[config.mk]
export PLATFORM = sky130hd
export DESIGN_NAME = sprite_engine
export DESIGN_NICKNAME = d
export VERILOG_FILES = /design/src/rtl/sprite_engine.sv
export SDC_FILE = /design/constraint.sdc
export NUM_CORES = 1
export LEC_CHECK = 0
export CAP_MARGIN = 30
export CORE_MARGIN = 1
export CORE_UTILIZATION = 31
export CTS_CLUSTER_SIZE = 14
export DETAILED_ROUTE_END_ITERATION = 16
export GPL_TIMING_DRIVEN = 0
export PLACE_DENSITY = 0.58
export SYNTH_ARGS = -nofsm -noshare
export SYNTH_HDL_FRONTEND = slang
export SYNTH_SLANG_ARGS = --single-unit
[constraint.sdc]
create_clock -name clk -period 14.1 [get_ports clk]
set_input_delay 2.115 -clock clk [delete_from_list [all_inputs] [get_ports clk]]
set_output_delay 2.115 -clock clk [all_outputs]
set_load 0.05 [all_outputs]
[src/rtl/sprite_engine.sv]
// sprite_engine
//   Overlays a WxH (optionally 2x replicated) multi-frame sprite onto the
//   incoming background pixel. Position and visibility take effect only at
//   frame start, so the sprite cannot tear. An animation frame counter steps
//   every FRAME_HOLD frame starts. Sprite pixels come from an external
//   synchronous ROM. A per-channel tolerance colour key makes pixels
//   transparent.
//
//   clk         pixel clock
//   rst         synchronous active-high reset
//   bright      display-active flag
//   hCount      pixel column
//   vCount      pixel row
//   background  pixel colour beneath the sprite
//   pos_x/pos_y requested sprite top-left corner; loaded on pos_we
//   visible     sprite enable, sampled at frame start
//   anim_en     animation advance enable
//   rom_addr    ROM read address (registered)
//   rom_data    ROM pixel, valid ROM_LAT cycles after rom_addr
//   rgb         output pixel, ROM_LAT+2 cycles after the inputs
//   sprite_hit  opaque sprite pixel on rgb
//   cur_frame   displayed animation frame
module sprite_engine #(
    parameter int          W          = 32,
    parameter int          H          = 32,
    parameter int          NUM_FRAMES = 4,
    parameter int          FRAME_HOLD = 8,
    parameter int          SCALE      = 1,
    parameter int          ROM_LAT    = 1,
    parameter logic [11:0] KEY_COLOR  = 12'hF0F,
    parameter int          KEY_TOL    = 1,
    parameter int          INIT_X     = 100,
    parameter int          INIT_Y     = 100,
    parameter int          ADDR_W     = $clog2(NUM_FRAMES * W * H),
    localparam int         FW         = (NUM_FRAMES > 1) ? $clog2(NUM_FRAMES) : 1
) (
    input  logic              clk,
    input  logic              rst,
    input  logic              bright,
    input  logic [9:0]        hCount,
    input  logic [9:0]        vCount,
    input  logic [11:0]       background,
    input  logic [9:0]        pos_x,
    input  logic [9:0]        pos_y,
    input  logic              pos_we,
    input  logic              visible,
    input  logic              anim_en,
    output logic [ADDR_W-1:0] rom_addr,
    input  logic [11:0]       rom_data,
    output logic [11:0]       rgb,
    output logic              sprite_hit,
    output logic [FW-1:0]     cur_frame
);

    localparam int          HCW         = (FRAME_HOLD > 1) ? $clog2(FRAME_HOLD) : 1;
    localparam int          SH          = (SCALE == 2) ? 1 : 0;
    localparam logic [10:0] SPAN_X      = 11'(W * SCALE);
    localparam logic [10:0] SPAN_Y      = 11'(H * SCALE);
    localparam logic [31:0] FRAME_WORDS = 32'(W * H);
    localparam logic [31:0] WU          = 32'(W);

    logic [9:0]     px_p, py_p, x_a, y_a;
    logic           vis_p, vis_a;
    logic [HCW-1:0] hc;

    logic           fs;
    logic [9:0]     x_n, y_n;
    logic           vis_n;
    logic [FW-1:0]  frame_n;
    logic           hit_c;
    logic [9:0]     col, row;
    logic [31:0]    addr_c;

    logic [ROM_LAT:0] in_d, br_d;
    logic [11:0]      bg_d [0:ROM_LAT];
    logic             transparent;

    function automatic logic near(input logic [3:0] a, input logic [3:0] b);
        logic [4:0] d;
        d = (a >= b) ? ({1'b0, a} - {1'b0, b}) : ({1'b0, b} - {1'b0, a});
        return d <= 5'(KEY_TOL);
    endfunction

    assign fs = (hCount == 10'd0) && (vCount == 10'd0);

    // The values that become active at this FS are also used for the FS
    // pixel itself, so every address from that frame start onward sees the
    // new position and animation frame.
    always_comb begin
        x_n     = x_a;
        y_n     = y_a;
        vis_n   = vis_a;
        frame_n = cur_frame;
        if (fs) begin
            x_n   = pos_we ? pos_x : px_p;
            y_n   = pos_we ? pos_y : py_p;
            vis_n = vis_p;
            if (anim_en && hc == HCW'(FRAME_HOLD - 1))
                frame_n = (cur_frame == FW'(NUM_FRAMES - 1)) ? '0 : cur_frame + FW'(1);
        end
    end

    // 11-bit compares so a sprite near column/row 1023 is clipped, not wrapped.
    always_comb begin
        hit_c = vis_n && bright
             && ({1'b0, hCount} >= {1'b0, x_n}) && ({1'b0, hCount} < ({1'b0, x_n} + SPAN_X))
             && ({1'b0, vCount} >= {1'b0, y_n}) && ({1'b0, vCount} < ({1'b0, y_n} + SPAN_Y));
        col    = (hCount - x_n) >> SH;
        row    = (vCount - y_n) >> SH;
        addr_c = 32'(frame_n) * FRAME_WORDS + 32'(row) * WU + 32'(col);
    end

    assign transparent = near(rom_data[11:8], KEY_COLOR[11:8])
                      && near(rom_data[7:4],  KEY_COLOR[7:4])
                      && near(rom_data[3:0],  KEY_COLOR[3:0]);

    always_ff @(posedge clk) begin
        if (rst) begin
            px_p       <= 10'(INIT_X);
            py_p       <= 10'(INIT_Y);
            x_a        <= 10'(INIT_X);
            y_a        <= 10'(INIT_Y);
            vis_p      <= 1'b0;
            vis_a      <= 1'b0;
            hc         <= '0;
            cur_frame  <= '0;
            rom_addr   <= '0;
            in_d       <= '0;
            br_d       <= '0;
            for (int unsigned i = 0; i <= ROM_LAT; i++) bg_d[i] <= '0;
            rgb        <= '0;
            sprite_hit <= 1'b0;
        end else begin
            if (pos_we) begin
                px_p <= pos_x;
                py_p <= pos_y;
            end
            vis_p <= visible;

            if (fs) begin
                x_a       <= x_n;
                y_a       <= y_n;
                vis_a     <= vis_n;
                cur_frame <= frame_n;
                if (anim_en)
                    hc <= (hc == HCW'(FRAME_HOLD - 1)) ? '0 : hc + HCW'(1);
            end

            if (hit_c)
                rom_addr <= ADDR_W'(addr_c);

            // Delay line sized so stage ROM_LAT lines up with rom_data.
            in_d    <= {in_d[ROM_LAT-1:0], hit_c};
            br_d    <= {br_d[ROM_LAT-1:0], bright};
            bg_d[0] <= background;
            for (int unsigned i = 1; i <= ROM_LAT; i++) bg_d[i] <= bg_d[i-1];

            if (!br_d[ROM_LAT]) begin
                rgb        <= '0;
                sprite_hit <= 1'b0;
            end else if (in_d[ROM_LAT] && !transparent) begin
                rgb        <= rom_data;
                sprite_hit <= 1'b1;
            end else begin
                rgb        <= bg_d[ROM_LAT];
                sprite_hit <= 1'b0;
            end
        end
    end

endmodule

Word-level counts from Yosys, hierarchy flattened --
Memory sizes are Yosys's and may differ from the RTL's. Index checks and enable logic that the tools add are counted.
Operators by class: $add $sub $neg 13, order comparisons 10, eq/ne operators 2, mux-type cells 19, bitwise logic cells 3, reduce and logical (&&, ||, !) cells 15
Operators with widths (count):
- $mux W10 | 4
- $mux W12 | 3
- $add A10 B6 Y11 const B | 2
- $lt A10 B11 Y1 | 2
- $ge A10 B10 Y1 | 2
- $logic_not A10 Y1 | 2
- $le A5 B1 Y1 const B | 3
- $mux W5 | 3
- $add A12 B10 Y12 | 1
- $add A12 B12 Y12 | 1
- $logic_and A1 B1 Y1 | 10
- $sub A10 B10 Y10 | 1
- $sub A4 B4 Y5 const A | 2
- $sub A4 B4 Y5 const B | 2
- $ge A4 B4 Y1 const B | 2
- $sub A7 B7 Y7 | 1
- $mux W2 | 3
- $mux W1 | 5
- $sub A1 B4 Y5 const A | 1
- $ge A4 B1 Y1 const B | 1
- $add A3 B1 Y3 const B | 1
- $eq A3 B3 Y1 const B | 1
- $mux W3 | 1
- $add A2 B1 Y2 const B | 1
- other kinds (6) | 7
Word-level totals: flip-flop bits (word level) 76, bits in writable memories 24, input port bits 70, logic and storage cells 76, memories kept 1
Memory list:
- bg_d | depth 2, bits a word 12, rd ports 2, clocked after Yosys merged registers in 0, write ports 2, line 75 | logic [11:0] bg_d [0:ROM_LAT];

Logic depth before layout (Yosys ltp) --
depth after elaboration 8, mapped depth 26

Worst setup path before layout --
No wires, ideal clock.
path kind input port to flip-flop, start input hCount[1], end register rom_addr[11], library setup time 91 ps, data arrival time 6529 ps, slack 7480 ps, stages on the path 25, path buffers 3, cell sequence nor4_1 -> nand3_1 -> nor2_2 -> clkbuf_1 -> clkbuf_1 -> clkbuf_1 -> nor2_1 -> a21oi_1 -> ha_1 -> inv_1 -> fa_1 -> and3_1 -> o21ai_0 -> a21oi_1 -> nor2_1 -> xnor2_1 -> inv_1 -> fa_1 -> nand2b_1 -> a21oi_1 -> o21a_1 -> nor2_1 -> xor2_1 -> xnor2_1 -> a311oi_1
On the way: word-level cells in the longest chain between the ends 8
RTL lines:
- start, declared | line 40 | input logic [9:0] hCount,
- $logic_not A10 Y1 (*) | line 84 | assign fs = (hCount == 10'd0) && (vCount == 10'd0);
- $logic_and A1 B1 Y1 (*) | line 84
- $mux W10 (*) | line 94 | if (fs) begin
- via x_n[0] | line 67 | logic [9:0] x_n, y_n;
- $add A10 B6 Y11 or $ge A10 B10 Y1 (tied branches) | line 106 | && ({1'b0, hCount} >= {1'b0, x_n}) && ({1'b0, hCount} < ({1'b0, x_n} + SPAN_X))
- $lt A10 B11 Y1 or $logic_and A1 B1 Y1 (tied branches) | line 106
- $logic_and A1 B1 Y1 | line 106
- $logic_and A1 B1 Y1 (2 in a row) | line 107 | && ({1'b0, vCount} >= {1'b0, y_n}) && ({1'b0, vCount} < ({1'b0, y_n} + SPAN_Y));
- end signal, assigned | line 150 | rom_addr <= ADDR_W'(addr_c);
- end, declared | line 48 | output logic [ADDR_W-1:0] rom_addr,
Mark *: on every way through the listed nets, which the timed path passes. The rest lies on a longest branch. A chain may end at the register's enable or synchronous reset.

Final worst setup path --
start input hCount[1], end register rom_addr[11]
On the way: word-level cells in the longest chain between the ends 8
RTL lines:
- branches (longest 8 deep; another with $add A12 B12 Y12)
Parallel ways; which one is timed is not known.

==> impl_results.md <==
- CTS Buf Count: 9
- Simple-gate portion of the synthesized area: 0.196
- Static Leak: 2.51 nW
- TNS Setup: 0 ns
- Placed inst area: just over 0.006 mm2
- EDFF count, synth: 0
- CTS Buffer Depth: 2
- Drc violations: 0
- ANT nets after route: 0
- Mapped cell area: slightly below 0.005 mm2
- Total GRT Usage: 0.166
- Die Wd: between 100 and 150 um
- Ports: 97
- Final Util: 0.420
- Reg2Reg Setup Slack: 10.11 ns
- TritonRoute pass-1 iters: 4
- Pin slew with the least headroom to its limit: 0.948 ns
- Synth Area in Compound Gates: 0.146
- Crit path top cell by count: o21ai_0
- RSZ-0062 raised after global routing: no
- WHS: 0.436 ns
- Routed wire length: 13100 um
- Reg2reg start: px_p[1]$_SDFF_PP0_
- CTS root buf: clkbuf_16
- GRT overflow: 0
- Final Hold Viols: 0
- First-pass GRT wire length: 21100 um
- Fmax: 0.123 GHz
- Top cell type's share of synthesized area: 0.405
- Post-CTS Resized: 0
- # diodes: 0
- Clock-pin slew on the worst setup and hold paths: around 0.070 ns
- Post-CTS setup buffer count: 0
- Worst Hold Class: register to register
- Hold Buf Count CTS: 0
- Clk Latency, worst-skew pair: 0.34 ns
- FF+latch count, synth: 100
- I/O Buffers: 94
- Synth top area cells: dfxtp_1, ha_1, mux2i_1
- Post-Synth Adder-Cell Area: 0.123
- WP buf/inv: 4
- Gpl congestion: ~0.9
- Crit. Startpoint: hCount[1]
- Via count: 4243
- Startpoint types: input port
- Area of the core: 0.0154 mm2
- Htree depth: 3
- Clock sink count: 100
- FF+latch area: 0.00200 mm2
- Worst Reg-to-Reg Cells: 19
- Hpwl dp: 10500 um
- Final clock skew: 0.00838 ns
- Initial Utilization: 0.322
- Synth unique cells: 51
- Status: finished, final reports clean
- Max-cap violations: 0
- DR iter-0 viols: 285
- # rows: 45
- CP Depth: 25
- Sequential area share after synthesis: 0.405
- Pins Over Slew Limit: 0
- Post-Synth XOR/XNOR Area: 0.0336
- Largest stage delay, worst path: between 0.4 and 0.5 ns
- Largest family of logic cells by synthesized area: simple AND/OR/NAND/NOR gates
- Routed length per instance: roughly 15 um
- Nets: 777
- Multi-input logic area: 0.00276 mm2
- RR Endpoint: rom_addr[11]$_SDFFE_PP0P_
- Fillers: 1532
- Initial antenna violation count: 0
- Worst Path Class, Setup: input port to register
- Worst relative slew slack: 0.361
- Period minus WS final: approximately 8.1 ns
- Syn avg cell area: 8.93 um2
- Final Cell Area: 0.00646 mm2
- Post-synthesis mux area share: 0.0589
- Pin count of the biggest net entering global routing: 20
- Area growth from synthesis to layout: 30.6%
- Req. time, crit path: 14.36 ns
- PD cells: approximately 96 mW/mm2
- Max rail drop VDD: 0.0900 mV
- Vias in the first global route: 4187
- Inst Count DP: 860
- Setup violators final: 0
- Ys async rst share: 0
- Worst-path maximum fanout: 10
- Die Area: 0.0165 mm2
- Dominant cell type by area after synthesis: dfxtp_1
- Die Span Y: 128 um
- CTS tree: done
- Layout cells sized above 1: 0.0376
- Crit. End Element: register
- Main synth FF type: dfxtp_1
- Tcrit/Tclk final: 0.575
- Fin cells: 876
- Crit path to: rom_addr[11]$_SDFFE_PP0P_
- CP delay by family, top: simple AND/OR/NAND/NOR gates
- Drt via density: 4.84
- Arrival @ worst endpoint: between 8 and 9 ns
- Synth warn: 0
- Mapped Cells: 554
- Slowest stage cell, crit path: clkdlybuf4s50_1
- Syn_nets: 671
## power by group
group          total (mW)  switching [mW]  internal (mW)
registers           0.291         0.00189          0.289
logic              0.0845          0.0422         0.0423
clock network       0.244           0.114          0.130
## flip-flops by register name (all words and copies together), names as in the netlist, 2 cells and up
| signal | count |
|---|---|
| px_p | 10 |
| br_d | 2 |
| bg_d | 24 |
| py_p | 10 |
| x_a | 10 |
| rom_addr | 12 |
| hc | 3 |
| y_a | 10 |
| rgb | 12 |
| in_d | 2 |
| cur_frame | 2 |
## synth_stat cells (all sizes together) (5+ instances only)
cell and number:
a21o 5, a21oi 42, a311oi 5, buf 6
clkbuf 17, dfxtp 100, ha 44, inv 25
mux2i 28, nand2 33, nand2b 15, nand3 13
nor2 62, nor2b 36, nor3 6, nor4 7
o21a 6, o21ai 36, xnor2 12, xor2 7
## kinds of logic (layout without fill, tap and decap cells)
family	Yosys count	after routing
simple gates	194	194
mux	29	29
compound gates	117	117
buf+inv	48	159
xor+xnor	19	19
fa+ha+maj	47	47
flops	100	100
## final cells by class
class | count | share of cell area
multi-input cells | 406 | 0.428
inverters | 25 | 0.0145
clock buffers | 10 | 0.0370
repair buffers | 95 | 0.146
clock inverters | 6 | 0.00988
plain buffers | 23 | 0.0137
flip-flops and latches | 100 | 0.310
well taps | 211 | 0.0409
## worst min path at each step
stage	start	end	slack, ns	cells after the start
2_1_floorplan	bg_d[0][0]$_SDFF_PP0_	bg_d[0][12]$_SDFF_PP0_	0.41	1
3_3_place_gp	bg_d[0][5]$_SDFF_PP0_	bg_d[0][17]$_SDFF_PP0_	0.42	1
3_5_place_dp	bg_d[0][3]$_SDFF_PP0_	bg_d[0][15]$_SDFF_PP0_	0.42	1
4_1_cts	bg_d[0][3]$_SDFF_PP0_	bg_d[0][15]$_SDFF_PP0_	0.44	1
5_1_grt	bg_d[0][10]$_SDFF_PP0_	bg_d[0][22]$_SDFF_PP0_	0.46	1
6_report	bg_d[0][10]$_SDFF_PP0_	bg_d[0][22]$_SDFF_PP0_	0.44	1
## layer usage
layer / wire [um] / part of all wire / track usage / up-vias
met5: 0 / 0 / 0 / -
met4: 209 / 0.016 / 0.0512 / 0
met3: 801 / 0.061 / 0.0324 / 16
met2: 6120 / 0.47 / 0.283 / 112
met1: 5930 / 0.45 / 0.212 / 1977
li1: - / - / - / 2138
## metrics by stage
stage / power (mW) / setup WS, ns
after floorplan: 0.345 / 7.48
after global placement: 0.380 / 5.75
after detailed placement: 0.382 / 5.63
after CTS: 0.627 / 5.98
after global routing: 0.648 / 5.34
final: 0.619 / 5.99
## placed cells by master, fill, tap and decap left out, types with 4 or more instances in the layout
cell type | Yosys | routed
nand2b_1 | 15 | 15
and3_1 | 4 | 4
nor4_1 | 7 | 7
nor3_1 | 6 | 6
a311oi_1 | 5 | 5
inv_1 | 25 | 25
o21a_1 | 6 | 6
clkdlybuf4s50_1 | 0 | 94
ha_1 | 44 | 44
nand4_1 | 4 | 4
o21ai_0 | 36 | 36
mux2i_1 | 28 | 28
dfxtp_1 | 100 | 100
xnor2_1 | 12 | 12
nor2_1 | 61 | 61
nor2b_1 | 36 | 36
a21o_1 | 5 | 5
xor2_1 | 7 | 7
clkbuf_16 | 0 | 9
nand3_1 | 13 | 13
clkbuf_1 | 17 | 17
a21oi_1 | 42 | 42
buf_1 | 4 | 4
nand2_1 | 33 | 33
(Power assumes the default switching activity.)
